`src/rtl/if_id_skid.sv`:
```
// IF/ID pipeline register with a 2-entry skid buffer and RV32 field split.
// Optional performance counters are compiled in with IFID_PERF_CNT_EN.
module if_id_skid #(
  parameter int              XLEN     = 32,
  parameter logic [XLEN-1:0] PC_RESET = 32'h0000_0000
) (
  input  logic            clk,
  input  logic            rst_n,
`ifdef IFID_PERF_CNT_EN
  output logic [31:0]     bubble_cnt,
  output logic [31:0]     stall_cnt,
`endif
  input  logic            in_valid,
  output logic            in_ready,
  input  logic [XLEN-1:0] in_instr,
  input  logic [XLEN-1:0] in_pc,
  input  logic            flush,
  output logic            out_valid,
  input  logic            out_ready,
  output logic [XLEN-1:0] out_instr,
  output logic [XLEN-1:0] out_pc,
  output logic [6:0]      opcode,
  output logic [4:0]      rd,
  output logic [2:0]      funct3,
  output logic [4:0]      rs1,
  output logic [4:0]      rs2,
  output logic [6:0]      funct7,
  output logic [6:0]      imm7b,
  output logic [4:0]      imm5b,
  output logic            illegal
);

  localparam logic [XLEN-1:0] NOP_INSTR = 32'h0000_0013;

  logic            main_v_q, main_v_d;
  logic            skid_v_q, skid_v_d;
  logic            in_ready_q, in_ready_d;
  logic            illegal_q, illegal_d;
  logic [XLEN-1:0] main_instr_q, main_instr_d;
  logic [XLEN-1:0] main_pc_q, main_pc_d;
  logic [XLEN-1:0] skid_instr_q, skid_instr_d;
  logic [XLEN-1:0] skid_pc_q, skid_pc_d;
  logic            up_fire_s;
  logic            dn_fire_s;

  // in_ready comes from a register, so the upstream path never sees out_ready.
  assign up_fire_s = in_valid && in_ready_q;
  assign dn_fire_s = main_v_q && out_ready;

  // Next-state selection: flush, refill main, promote skid, fill skid, hold.
  always_comb begin
    main_v_d     = main_v_q;
    skid_v_d     = skid_v_q;
    main_instr_d = main_instr_q;
    main_pc_d    = main_pc_q;
    skid_instr_d = skid_instr_q;
    skid_pc_d    = skid_pc_q;
    if (flush) begin
      main_v_d     = 1'b0;
      skid_v_d     = 1'b0;
      main_instr_d = NOP_INSTR;
      main_pc_d    = PC_RESET;
    end else if (!main_v_q || (dn_fire_s && !skid_v_q)) begin
      if (up_fire_s) begin
        main_v_d     = 1'b1;
        main_instr_d = in_instr;
        main_pc_d    = in_pc;
      end else begin
        // An empty main register presents the NOP / reset PC.
        main_v_d     = 1'b0;
        main_instr_d = NOP_INSTR;
        main_pc_d    = PC_RESET;
      end
    end else if (dn_fire_s) begin
      main_v_d     = 1'b1;
      main_instr_d = skid_instr_q;
      main_pc_d    = skid_pc_q;
      skid_v_d     = 1'b0;
    end else if (up_fire_s) begin
      skid_v_d     = 1'b1;
      skid_instr_d = in_instr;
      skid_pc_d    = in_pc;
    end else begin
      main_v_d     = main_v_q;
      skid_v_d     = skid_v_q;
    end
  end

  // Registered flags derived from the next state.
  always_comb begin
    in_ready_d = !skid_v_d;
    illegal_d  = main_v_d && (main_instr_d[1:0] != 2'b11);
  end

  // Pipeline state registers.
  always_ff @(posedge clk or negedge rst_n) begin
    if (!rst_n) begin
      main_v_q     <= 1'b0;
      skid_v_q     <= 1'b0;
      in_ready_q   <= 1'b1;
      illegal_q    <= 1'b0;
      main_instr_q <= NOP_INSTR;
      main_pc_q    <= PC_RESET;
      skid_instr_q <= NOP_INSTR;
      skid_pc_q    <= PC_RESET;
    end else begin
      main_v_q     <= main_v_d;
      skid_v_q     <= skid_v_d;
      in_ready_q   <= in_ready_d;
      illegal_q    <= illegal_d;
      main_instr_q <= main_instr_d;
      main_pc_q    <= main_pc_d;
      skid_instr_q <= skid_instr_d;
      skid_pc_q    <= skid_pc_d;
    end
  end

  assign in_ready  = in_ready_q;
  assign out_valid = main_v_q;
  assign out_instr = main_instr_q;
  assign out_pc    = main_pc_q;
  assign illegal   = illegal_q;

  // Field outputs are plain slices; imm7b/imm5b feed the S-immediate builder.
  assign opcode = main_instr_q[6:0];
  assign rd     = main_instr_q[11:7];
  assign funct3 = main_instr_q[14:12];
  assign rs1    = main_instr_q[19:15];
  assign rs2    = main_instr_q[24:20];
  assign funct7 = main_instr_q[31:25];
  assign imm7b  = main_instr_q[31:25];
  assign imm5b  = main_instr_q[11:7];

`ifdef IFID_PERF_CNT_EN
  logic [31:0] bubble_q, bubble_d;
  logic [31:0] stall_q, stall_d;

  // Counters wrap naturally and ignore flush.
  always_comb begin
    bubble_d = bubble_q;
    stall_d  = stall_q;
    if (!main_v_q && out_ready) begin
      bubble_d = bubble_q + 32'd1;
    end else begin
      bubble_d = bubble_q;
    end
    if (main_v_q && !out_ready) begin
      stall_d = stall_q + 32'd1;
    end else begin
      stall_d = stall_q;
    end
  end

  // Performance counter registers.
  always_ff @(posedge clk or negedge rst_n) begin
    if (!rst_n) begin
      bubble_q <= 32'd0;
      stall_q  <= 32'd0;
    end else begin
      bubble_q <= bubble_d;
      stall_q  <= stall_d;
    end
  end

  assign bubble_cnt = bubble_q;
  assign stall_cnt  = stall_q;
`endif

endmodule

```
`config.mk`:
```
export PLATFORM = sky130hd
export DESIGN_NAME = if_id_skid
export DESIGN_NICKNAME = d
export VERILOG_FILES = /design/src/rtl/if_id_skid.sv
export SDC_FILE = /design/constraint.sdc
export NUM_CORES = 1
export LEC_CHECK = 0
export BUFFER_PORTS_ARGS = -buffer_cell sky130_fd_sc_hd__buf_2
export CAP_MARGIN = 15
export CORE_UTILIZATION = 54
export CTS_BUF_LIST = sky130_fd_sc_hd__clkbuf_8
export CTS_CLUSTER_DIAMETER = 200
export DETAILED_ROUTE_END_ITERATION = 8
export MAX_ROUTING_LAYER = met4
export PLACE_DENSITY = 0.86
export SLEW_MARGIN = 20
export SYNTH_ARGS = -nofsm -noshare
export SYNTH_HDL_FRONTEND = slang
export SYNTH_SLANG_ARGS = --single-unit
```
`constraint.sdc`:
```
create_clock -name clk -period 2.2 [get_ports clk]
set_clock_uncertainty 0.1 [all_clocks]
set_input_delay 0.33 -clock clk [delete_from_list [all_inputs] [get_ports clk]]
set_output_delay 0.33 -clock clk [all_outputs]
set_load 0.02 [all_outputs]
```
# After elaboration in Yosys (flattened, before gate mapping)
# Cells that the tools add are included.
[totals]
reg_bits = 132
input_bits = 69
word_cells = 39
[classes]
eq_ne = 1
n_mux = 16
n_bitwise = 3
reduce_logical = 10
[ops]
columns = ["op", "count"]
rows = [
  ["$mux W32", 8],
  ["$mux W1", 8],
  ["$logic_and A1 B1 Y1", 4],
  ["$reduce_and A4 Y1", 1],
  ["$logic_not A1 Y1", 3],
  ["$not A1 Y1", 3],
  ["$reduce_bool A3 Y1", 1],
  ["$ne A2 B2 Y1 const B", 1],
  ["$logic_or A1 B1 Y1", 1],
]

# Logic depth before layout (Yosys ltp)
# Gate-level depths: netlist of run 1.
[depth]
ltp_word = 7
depth_mapped = 7

# Least setup slack after synthesis of run 1
# No wires, ideal clock.
[synth_timing]
path_type = "reg-to-reg"
from = "register in_ready_q, in the netlist in_ready"
to = "register skid_instr_q[10]"
arrival_time_ns = 1.429
required_ns = 1.975
slack_ns = 0.545
path_stages_with_launch = 6
n_path_buf = 2
period_less_slack_ns = 1.655
path_cell_list = "dfstp_2 > and2_1 > buf_2 > nand2_4 > buf_6 > mux2_4"
[synth_via]
elab_chain_cells = 2
[synth_lines]
columns = ["element", "line_no", "text"]
rows = [
  ["from (decl)", "37", "logic in_ready_q, in_ready_d;"],
  ["from (signal assigned)", "109", "in_ready_q <= in_ready_d;"],
  ["$logic_and A1 B1 Y1", "47", "assign up_fire_s = in_valid && in_ready_q;"],
  ["$reduce_and A4 Y1 (no source line)", "n/a", ""],
  ["to (signal assigned)", "113", "skid_instr_q <= skid_instr_d;"],
  ["to (decl)", "41", "logic [XLEN-1:0] skid_instr_q, skid_instr_d;"],
]
# Every way passes these cells.
# A chain may end at the register's enable or synchronous reset.

# Worst setup path in the final report of run 1
[layout_timing]
from = "register main_v_q, in the netlist out_valid"
to = "register skid_instr_q[31]"
[layout_via]
elab_chain_cells = 5
[layout_lines]
columns = ["element", "line_no", "text"]
rows = [
  ["from (decl)", "35", "logic main_v_q, main_v_d;"],
  ["from (signal assigned)", "107", "main_v_q <= main_v_d;"],
  ["$logic_and A1 B1 Y1", "48", "assign dn_fire_s = main_v_q && out_ready;"],
  ["$logic_and A1 B1 Y1", "63", "end else if (!main_v_q || (dn_fire_s && !skid_v_q)) begin"],
  ["$logic_or A1 B1 Y1", "63", ""],
  ["$not A1 Y1 (no source line)", "n/a", ""],
  ["$reduce_and A4 Y1 (no source line) *", "n/a", ""],
]
# Every way passes the cells marked *; elsewhere a longest branch is shown, timed or not.

==> flow_summary.toml, run 1 <==
[critical_path]
worstSetupStartpointType = "flip-flop"
critPathKind = "reg2reg"
timing.critical_path.fanout_max = 40
critPathLaunch = "out_valid"
rr_startpoint = "out_valid"
worst_path_required_ns = 2.42
crit_arrival_ns = 2.10
critPathCaptureType = "flip-flop"

[placed_design]
gpl.final_weighted_congestion = 0.773
placement.io_buffers = 179
hpwlAfterDp_microns = 10200
dpl_worst_slack_ns = 0.313
detailed_place.area_sq_mm = 0.00705

[pwr]
total_power_uw = 6100
pwr_density_cell_mw_per_mm2 = 824
vdd_ir_drop_max_mv = 0.439
leak_pwr_uw = 0.00387

[sta]
rsz0062_at_grt = "no"
period_share = 0.854
post-route-worst-setup-slack_ns = 0.320
setup_tns_ns = 0
relSlewSlack = 0.524
final-hold-violation-count = 0
period_minus_slack_ns = 1.88
max_freq_mhz = 532
setup_viol = 0
holdWs_ns = 0.0368
final-max-slew-violation-count = 0
worst-slew-pin-transition_ns = 0.713

[drt]
drtAntennaViolNets = 0
drt-wirelength-per-cell_microns = 18.5
drt_first_pass_iters = 5
route.final.wire_length_microns = 15600
via_per_inst = 5.71
drtIter0Drc = 325
drt_drc_violations_left = 0
total_vias_in_the_final_route = 4805

[cts]
tritoncts.num_buffers = 17
ctsLongestPathBuffers = 2
clock-root-buffer = "clkbuf_8"
clk_transition_reported_paths_ns = 0.07
clock_latency_ns = 0.43
cts-resized-gates = 0
number_of_hold_buffers_added_after_cts = 3
cts.sinks = 132
htree_num_levels = 4
cts_tree = "built"
post_cts.repair.setup_buffers = 0

[global_routing]
grtUsageMet2 = 0.445
global_route_hottest_layer = "met2"
number_of_antenna_violations_at_the_first_check_in_global_routing = 0
grt_met3_usage = 0.0554
grt_pass1_wl_microns = 25600
gr-usage-met1 = 0.340
globalRoute.totalOverflow = 0
grt_start_max_net_pins = 60
global_route.usage.total = 0.274
first_global_vias = 4944

[synth]
avgSynthCellArea_sq_um = 11.4
yosysUniqueCellTypes = 33
ys_seq_elements = 132
synth_cells = 559
synthesis.nets = 628
synth.yosys.seq_area_share = 0.520
synth_area_sq_mm = 0.00637
synth-warning-count = 0

[floorplan]
rows = 39
die_width_microns = 111
die_h_microns = 111
initial_core_util = 0.555
floorplan.die_area_sq_mm = 0.0122
design.core.area_sq_mm = 0.0115
ioPinCount = 180

[cells_and_area]
area_growth_syn_to_layout_pct = 16.2
fin_nets = 758
post-route-cell-area_sq_mm = 0.00740
most_frequent_cells_in_the_layout = "buf_2 (178), dfrtp_1 (125), nand2_1 (63), mux2_4 (60), a21oi_1 (34)"
mostFrequentLayoutCell = "buf_2"
area_taken_by_multi_input_logic_gates_sq_mm = 0.00247
n_fill_cell = 876
final_layout_size_suffix_gt1_frac = 0.422
n_antenna_cell = 0
sequential_cell_area_sq_mm = 0.00331

[worst_hold_path]
worst_hold_path_type = "in2reg"
min-delay-start = "in_instr[31]"

[outcome]
status = "finished, final reports clean"

[flow_run]
maxCapViolations = 0
==> final timing paths <==
path                       cells past startpoint               end  slack, ns
hold / removal                                 2  skid_instr_q[31]       0.04
setup / recovery                               6  skid_instr_q[31]       0.32
max in group asynchronous                      3          in_ready       0.99
setup reg to reg                               6  skid_instr_q[31]       0.32
min in group asynchronous                      2     out_instr[22]       0.33
hold reg to reg                                2        out_pc[27]       0.38
==> routing by layer <==
layer  part of all wire  wire length (microns)
met1               0.43                   6680
met2               0.50                   7790
met3              0.057                    893
met4              0.015                    237
met5                  0                      0
==> cells in the mapped netlist <==
master | n | area, sq um
and2_1 | 33 | 206
buf_2 | 11 | 55.1
nor3_1 | 1 | 5.00
nor2_2 | 1 | 6.26
dfstp_2 | 7 | 184
nor2_8 | 1 | 20.0
a21o_1 | 2 | 15.0
o21ai_1 | 32 | 160
o31ai_1 | 30 | 225
nand2_4 | 1 | 11.3
a2bb2oi_1 | 2 | 17.5
a22oi_1 | 29 | 218
nand2_1 | 63 | 236
buf_4 | 49 | 368
o21ai_0 | 30 | 150
inv_1 | 1 | 3.75
nand3b_1 | 1 | 7.51
dfrtp_1 | 125 | 3130
and3_1 | 1 | 6.26
a31oi_1 | 1 | 6.26
mux2_1 | 4 | 45.0
inv_2 | 2 | 7.51
clkbuf_1 | 20 | 75.1
buf_6 | 6 | 67.6
nand2b_1 | 2 | 12.5
or2_1 | 2 | 12.5
a211oi_1 | 1 | 7.51
mux2_4 | 60 | 901
o22ai_1 | 2 | 12.5
buf_1 | 3 | 11.3
nand2b_2 | 1 | 8.76
a21oi_1 | 34 | 170
a211o_1 | 1 | 8.76
==> state kept, by name, indices dropped and copies added, names as in the netlist <==
name          flops
skid_instr_q     32
skid_pc_q        32
illegal           1
out_valid         1
in_ready          1
out_pc           32
skid_v_q          1
out_instr        32
==> critical path, cell delays in order (launching register included) <==
cell	delay, ns
dfrtp_1	0.35
buf_4	0.35
nand2b_2	0.18
nor2_8	0.14
nand2_4	0.08
buf_12	0.21
mux2_1	0.34
==> power by group <==
group	leakage [uW]	internal [uW]	switching, uW	total [uW]
Combinational	0.00200	664	597	1260
Clock	0.000188	872	867	1740
Sequential	0.00168	2850	248	3100
Total	0.00387	4390	1710	6100
==> cell families (layout without fill, tap and decap cells) <==
| group | count (synthesis) | count (layout) | synth area share |
|---|---|---|---|
| compound gates | 164 | 164 | 0.156 |
| mux | 64 | 64 | 0.148 |
| simple gates | 107 | 107 | 0.0837 |
| flops | 132 | 132 | 0.520 |
| buf+inv | 92 | 232 | 0.0923 |
==> layout make-up <==
class	count	area share
Tap cell	143	0.0242
Inverter	3	0.00152
Clock buffer	18	0.0335
Sequential cell	132	0.447
Timing Repair Buffer	200	0.149
Multi-Input combinational cell	335	0.334
Clock inverter	11	0.0101
==> stage by stage <==
step,instances,util
final,842,0.646
after global routing,842,0.646
after CTS,842,0.646
after detailed placement,810,0.615
after global placement,810,0.615
after floorplan,559,-
(Power assumes the default switching activity.)
==> inputs of run 2 (changes only) <==
--- a/config.mk
+++ b/config.mk
@@ -7,12 +7,13 @@
 export LEC_CHECK = 0
 export BUFFER_PORTS_ARGS = -buffer_cell sky130_fd_sc_hd__buf_2
 export CAP_MARGIN = 15
+export CORE_MARGIN = 5
 export CORE_UTILIZATION = 54
 export CTS_BUF_LIST = sky130_fd_sc_hd__clkbuf_8
 export CTS_CLUSTER_DIAMETER = 200
 export DETAILED_ROUTE_END_ITERATION = 8
 export MAX_ROUTING_LAYER = met4
-export PLACE_DENSITY = 0.86
+export PLACE_DENSITY_LB_ADDON = 0.12
 export SLEW_MARGIN = 20
 export SYNTH_ARGS = -nofsm -noshare
 export SYNTH_HDL_FRONTEND = slang
==> run 2 against run 1 <==
Net effect: critical path depth shrank 4; utilization rose by 0.19 points; wire length down 2.5%; maximum frequency increased by 3.2%; global-route usage is 4.7 points lower; power grew 1.1%; clock power is 6% higher; die area grew 15%; largest power group unchanged; sequential cell count is the same; register-to-register slack improved by 0.11 ns; hold slack got worse by 0.0054 ns; highest routed layer unchanged; count of clock-buffer cells in the layout is 5 higher.
==> flow_summary.toml, run 2 (synthesized netlist as in run 1, its figures left out) <==
[floorplan]
ioPinCount = 180
rows = 39
die_width_microns = 119
die_h_microns = 119
design.core.area_sq_mm = 0.0115
floorplan.die_area_sq_mm = 0.0141
initial_core_util = 0.555

[drt]
drtAntennaViolNets = 0
drt_first_pass_iters = 8
total_vias_in_the_final_route = 4652
drt_drc_violations_left = 0
via_per_inst = 5.51
drt-wirelength-per-cell_microns = 18.0
drtIter0Drc = 317
route.final.wire_length_microns = 15200

[placed_design]
gpl.final_weighted_congestion = 0.749
dpl_worst_slack_ns = 0.352
hpwlAfterDp_microns = 10000
placement.io_buffers = 179
dp.cells = 808

[cts]
post_cts.repair.setup_buffers = 0
clock_latency_ns = 0.45
cts_tree = "built"
number_of_hold_buffers_added_after_cts = 4
clock-root-buffer = "clkbuf_8"
clk_transition_reported_paths_ns = 0.07
cts.sinks = 132
htree_num_levels = 4
tritoncts.num_buffers = 17
ctsLongestPathBuffers = 2
cts-resized-gates = 0

[cells_and_area]
final_cell_count_no_fill = 844
most_frequent_cells_in_the_layout = "buf_2 (178), dfrtp_1 (125), nand2_1 (63), mux2_4 (60), a21oi_1 (34)"
area_taken_by_multi_input_logic_gates_sq_mm = 0.00247
n_fill_cell = 954
fin_nets = 757
final_layout_size_suffix_gt1_frac = 0.421
sequential_cell_area_sq_mm = 0.00331
mostFrequentLayoutCell = "buf_2"
area_growth_syn_to_layout_pct = 16.6

[global_routing]
global_route.usage.total = 0.227
grt_met3_usage = 0.0678
number_of_antenna_violations_at_the_first_check_in_global_routing = 1
grt_start_max_net_pins = 62
gr-usage-met1 = 0.283
globalRoute.totalOverflow = 0
global_route_hottest_layer = "met2"
grtUsageMet2 = 0.356
grt_pass1_wl_microns = 25200
first_global_vias = 5025

[critical_path]
critPathKind = "reg2out"
worst_path_required_ns = 1.77
worstSetupStartpointType = "flip-flop"
critPathCaptureType = "primary output"
timing.critical_path.fanout_max = 40
crit_arrival_ns = 1.39

[sta]
final-max-slew-violation-count = 0
worst-slew-pin-transition_ns = 0.674
rsz0062_at_grt = "no"
max_freq_mhz = 549
relSlewSlack = 0.551
holdWs_ns = 0.0314
final-hold-violation-count = 0
post-route-worst-setup-slack_ns = 0.378
period_minus_slack_ns = 1.82
period_share = 0.828
setup_viol = 0
setup_tns_ns = 0

[pwr]
leak_pwr_uw = 0.00388
pwr_density_cell_mw_per_mm2 = 830
vdd_ir_drop_max_mv = 0.457

[flow_run]
maxCapViolations = 0

[outcome]
status = "finished, final reports clean"

[worst_hold_path]
worst_hold_path_type = "in2reg"
run 2: changes by cell type in the layout (fill, tap and decap cells not counted), sizes merged:
cell and change:
clkinv -2, diode +1, bufinv -1, buf -2, dlygate4sd3 +1, clkbuf +5
run 2: area by class of cell:
class	count	area share
flip-flops and latches	132	0.446
well taps	143	0.0241
clock buffers	23	0.0426
multi-input cells	335	0.333
clock inverters	8	0.00472
diodes	1	0.000337
repair buffers	199	0.148
inverters	3	0.00152
run 2: power by group:
| part | internal (uW) | leakage [uW] | switching [uW] |
|---|---|---|---|
| combinational | 661 | 0.00199 | 577 |
| sequential | 2850 | 0.00168 | 241 |
| clock | 929 | 0.000202 | 906 |
run 2: worst paths after layout:
kind	endpoint	depth (start not counted)	start	slack, ns
worst max-delay path	out_valid	2	out_valid	0.38
worst min-delay path	skid_pc_q[8]	2	in_pc[8]	0.03
worst max register to register	skid_instr_q[31]	4	in_ready	0.43
worst min register to register	out_pc[24]	2	out_pc[24]	0.38
max in group asynchronous	skid_instr_q[13]	3	rst_n	0.99
min in group asynchronous	out_instr[3]	2	rst_n	0.28
run 2: through the flow:
step	utilization	instance area (sq um)	total power (uW)
after floorplan	-	6370	4000
after global placement	0.613	7030	4310
after detailed placement	0.613	7030	4360
after CTS	0.647	7420	6210
after global routing	0.648	7430	6470
final	0.648	7430	6160
run 2: routing by layer:
layer  up-vias  share of wire  wire length [microns]
li1       2167              -                      -
met1      2291           0.43                   6570
met2       170           0.48                   7360
met3        24          0.069                   1050
met4         0          0.015                    231
met5         -              0                      0
run 2: critical path: stages (launching register included):
cell and delay, ns:
dfrtp_1 0.36, buf_4 0.34, buf_2 0.25
==> inputs of run 3 (changes only) <==
--- a/config.mk
+++ b/config.mk
@@ -5,10 +5,11 @@
 export SDC_FILE = /design/constraint.sdc
 export NUM_CORES = 1
 export LEC_CHECK = 0
+export ABC_AREA = 1
 export BUFFER_PORTS_ARGS = -buffer_cell sky130_fd_sc_hd__buf_2
 export CAP_MARGIN = 15
 export CORE_MARGIN = 5
-export CORE_UTILIZATION = 54
+export CORE_UTILIZATION = 49
 export CTS_BUF_LIST = sky130_fd_sc_hd__clkbuf_8
 export CTS_CLUSTER_DIAMETER = 200
 export DETAILED_ROUTE_END_ITERATION = 8
==> constraint.sdc (replaced) <==
create_clock -name clk -period 1.5 [get_ports clk]
set_clock_uncertainty 0.1 [all_clocks]
set_input_delay 0.225 -clock clk [delete_from_list [all_inputs] [get_ports clk]]
set_output_delay 0.225 -clock clk [all_outputs]
set_load 0.02 [all_outputs]
==> run 3 against run 2 <==
Net effect: hold slack better by 0.014 ns; synthesized area up 0.16%; clock power up 46%; critical endpoint is now opcode[4]; power up 43%; sequential share of layout area down 4.5 points; via count up 20%; synthesized cell count up 48%; largest cell class unchanged; non-clock buffer count up 69; worst setup slack worse by 0.36 ns.
==> flow_summary.toml, run 3 <==
[synth]
adder_cell_fraction_of_synth_area = 0
post_synth_xor_area_fraction = 0
main_combinational_cell_family_by_area_after_synthesis = "simple AND/OR/NAND/NOR gates"
ys_async_sr_fraction = 1.00
synthesis.nets = 894
synth_area_sq_mm = 0.00638
synth_top_flop_cell = "dfrtp_1"
synthesized_area_fraction_occupied_by_ao_oa_aoi_and_oai_cells = 0.0996
mux_cell_area_share_after_synthesis = 0
yosys.area.top_type = "dfrtp_1"
synth_edf_count = 0
yosysUniqueCellTypes = 19
synth-warning-count = 0
avgSynthCellArea_sq_um = 7.73
synth.yosys.seq_area_share = 0.519
ys_seq_elements = 132
synth-simple-area-share = 0.245
synth_area_leaders = "dfrtp_1 (49%), nand2_1 (16%), nor2_1 (7.0%)"
synth_cells = 825
post-synth-top-area-fraction = 0.490
synth_top_cells_by_count = "nand2_1 (270), dfrtp_1 (125), nor2_1 (119), o21ai_0 (84), inv_1 (71)"
post-synth-top-count-cell = "nand2_1"

[outcome]
status = "finished, final reports clean"

[placed_design]
dp.cells = 1108
placement.io_buffers = 179
hpwlAfterDp_microns = 9810
detailed_place.area_sq_mm = 0.00719
gpl.final_weighted_congestion = 0.763

[critical_path]
worst_path_largest_cell_delay_ns = 0.57
critPathCaptureType = "primary output"
timing.critical_path.cells = "buf_4"
crit_arrival_ns = 1.15
critPathKind = "reg2out"
timing.critical_path.fanout_max = 3
top_delay_family_on_crit_path = "flip-flops"
crit_buf_inv = 1
worstSetupStartpointType = "flip-flop"
worst_path_required_ns = 1.17
crit_slowest_cell = "dfstp_2"

[cts]
clock-root-buffer = "clkbuf_8"
clk_transition_reported_paths_ns = 0.07
clock_latency_ns = 0.43
cts.sinks = 132
tritoncts.num_buffers = 17
cts_tree = "built"
htree_num_levels = 4
ctsLongestPathBuffers = 2

[sta]
final-max-slew-violation-count = 0
period_minus_slack_ns = 1.48
max_freq_mhz = 676
rsz0062_at_grt = "yes"
relSlewSlack = 0.742
setup_viol = 0
setup_tns_ns = 0
final-hold-violation-count = 0
holdWs_ns = 0.0457
period_share = 0.986
worst-slew-pin-transition_ns = 0.387

[global_routing]
first_global_vias = 5162
grt_start_max_net_pins = 65
globalRoute.totalOverflow = 0
grt_pass1_wl_microns = 25400
global_route.usage.total = 0.217
number_of_antenna_violations_at_the_first_check_in_global_routing = 0

[cells_and_area]
mostFrequentLayoutCell = "nand2_1"
area_growth_syn_to_layout_pct = 29.5
final_layout_size_suffix_gt1_frac = 0.241
final_cell_count_no_fill = 1207
post-route-cell-area_sq_mm = 0.00826
fin_nets = 1091
most_frequent_cells_in_the_layout = "nand2_1 (269), buf_2 (171), dfrtp_1 (125), nor2_1 (119), o21ai_0 (83)"
n_antenna_cell = 0

[floorplan]
floorplan.die_area_sq_mm = 0.0154
rows = 41
die_width_microns = 124
initial_core_util = 0.504
ioPinCount = 180
die_h_microns = 124
design.core.area_sq_mm = 0.0127

[pwr]
internal_power_uw = 6260
switching_share = 0.290
pwr_density_cell_mw_per_mm2 = 1070
share_comb_of_total_power = 0.190
leak_pwr_uw = 0.00490
clock_power_share = 0.304
vdd_ir_drop_max_mv = 0.792
total_power_uw = 8810
power_switching_uw = 2550
proportion_of_power_drawn_by_flip_flops_and_latches = 0.506

[drt]
via_per_inst = 4.61
drtAntennaViolNets = 0
drt_first_pass_iters = 4
total_vias_in_the_final_route = 5568
drt-wirelength-per-cell_microns = 13.0
drtIter0Drc = 459
drt_drc_violations_left = 0
route.final.wire_length_microns = 15700

[flow_run]
maxCapViolations = 0

[worst_hold_path]
worst_hold_path_type = "in2reg"
[run 3: cell count changes after synthesis, sizes merged, moves of 33 or more]
cell	delta
nand2	+210
nor2	+118
inv	+70
mux2	-64
o21ai	+62
a21oi	-34
and2	-33
[run 3: tightest hold or removal path, stage by stage]
cell	delay, ns
buf_2	0.10
nand3_1	0.07
nand2_1	0.07
nand3_1	0.09
[run 3: cell type report]
type | instances | area [sq um]
sequential | 132 | 3310
clock buffer | 24 | 330
timing repair buffer | 268 | 1900
inverter | 73 | 274
tap | 172 | 215
clock inverter | 8 | 33.8
multi-input combinational | 530 | 2200
fill | 1116 | 4410
[run 3: logic make-up (layout without fill, tap and decap cells)]
kind of cell	after synthesis	count (layout)
buffers and inverters	163	373
and+or+nand+nor	406	406
AOI/OAI and AO/OA	124	124
DFF	132	132
[run 3: worst paths after layout]
path	slack [ns]	depth (start not counted)	endpoint	startpoint
setup reg to reg	0.12	6	skid_pc_q[23]	in_ready
max in group asynchronous	0.56	3	out_pc[22]	rst_n
min in group asynchronous	0.18	2	out_instr[24]	rst_n
hold / removal	0.05	4	out_instr[0]	in_valid
hold reg to reg	0.37	2	skid_instr_q[4]	skid_instr_q[4]
setup / recovery	0.02	1	opcode[4]	out_instr[4]
[run 3: power by group through the flow]
stage | registers [uW] | logic, uW | clock network (uW)
5_1_grt | 4530 | 1900 | 2930
3_3_place_gp | 4500 | 1520 | 0
4_1_cts | 4450 | 1680 | 2760
6_report | 4460 | 1680 | 2680
2_1_floorplan | 4600 | 925 | 0
3_5_place_dp | 4510 | 1550 | 0
[run 3: through the flow]
step | utilization | worst slack, ns
floorplan | - | 0.0129
global placement | 0.568 | 0.165
detailed placement | 0.568 | 0.133
CTS | 0.649 | -0.0195
global route | 0.652 | -0.0457
finish | 0.652 | 0.0209
[run 3: layer usage]
metal	vias to the layer above	GRT usage	share of wire
met4	0	0.0650	0.011
li1	2872	-	-
met5	-	-	0
met3	12	0.0436	0.056
met2	164	0.337	0.48
met1	2520	0.290	0.46
[run 3: what timing repair did]
action                                  CTS  global route
endpoints found under the setup margin    7            10
resized for setup                         5             9
setup buffers                             0             2
endpoints found under the hold margin   197             0
hold buffers                             65             0
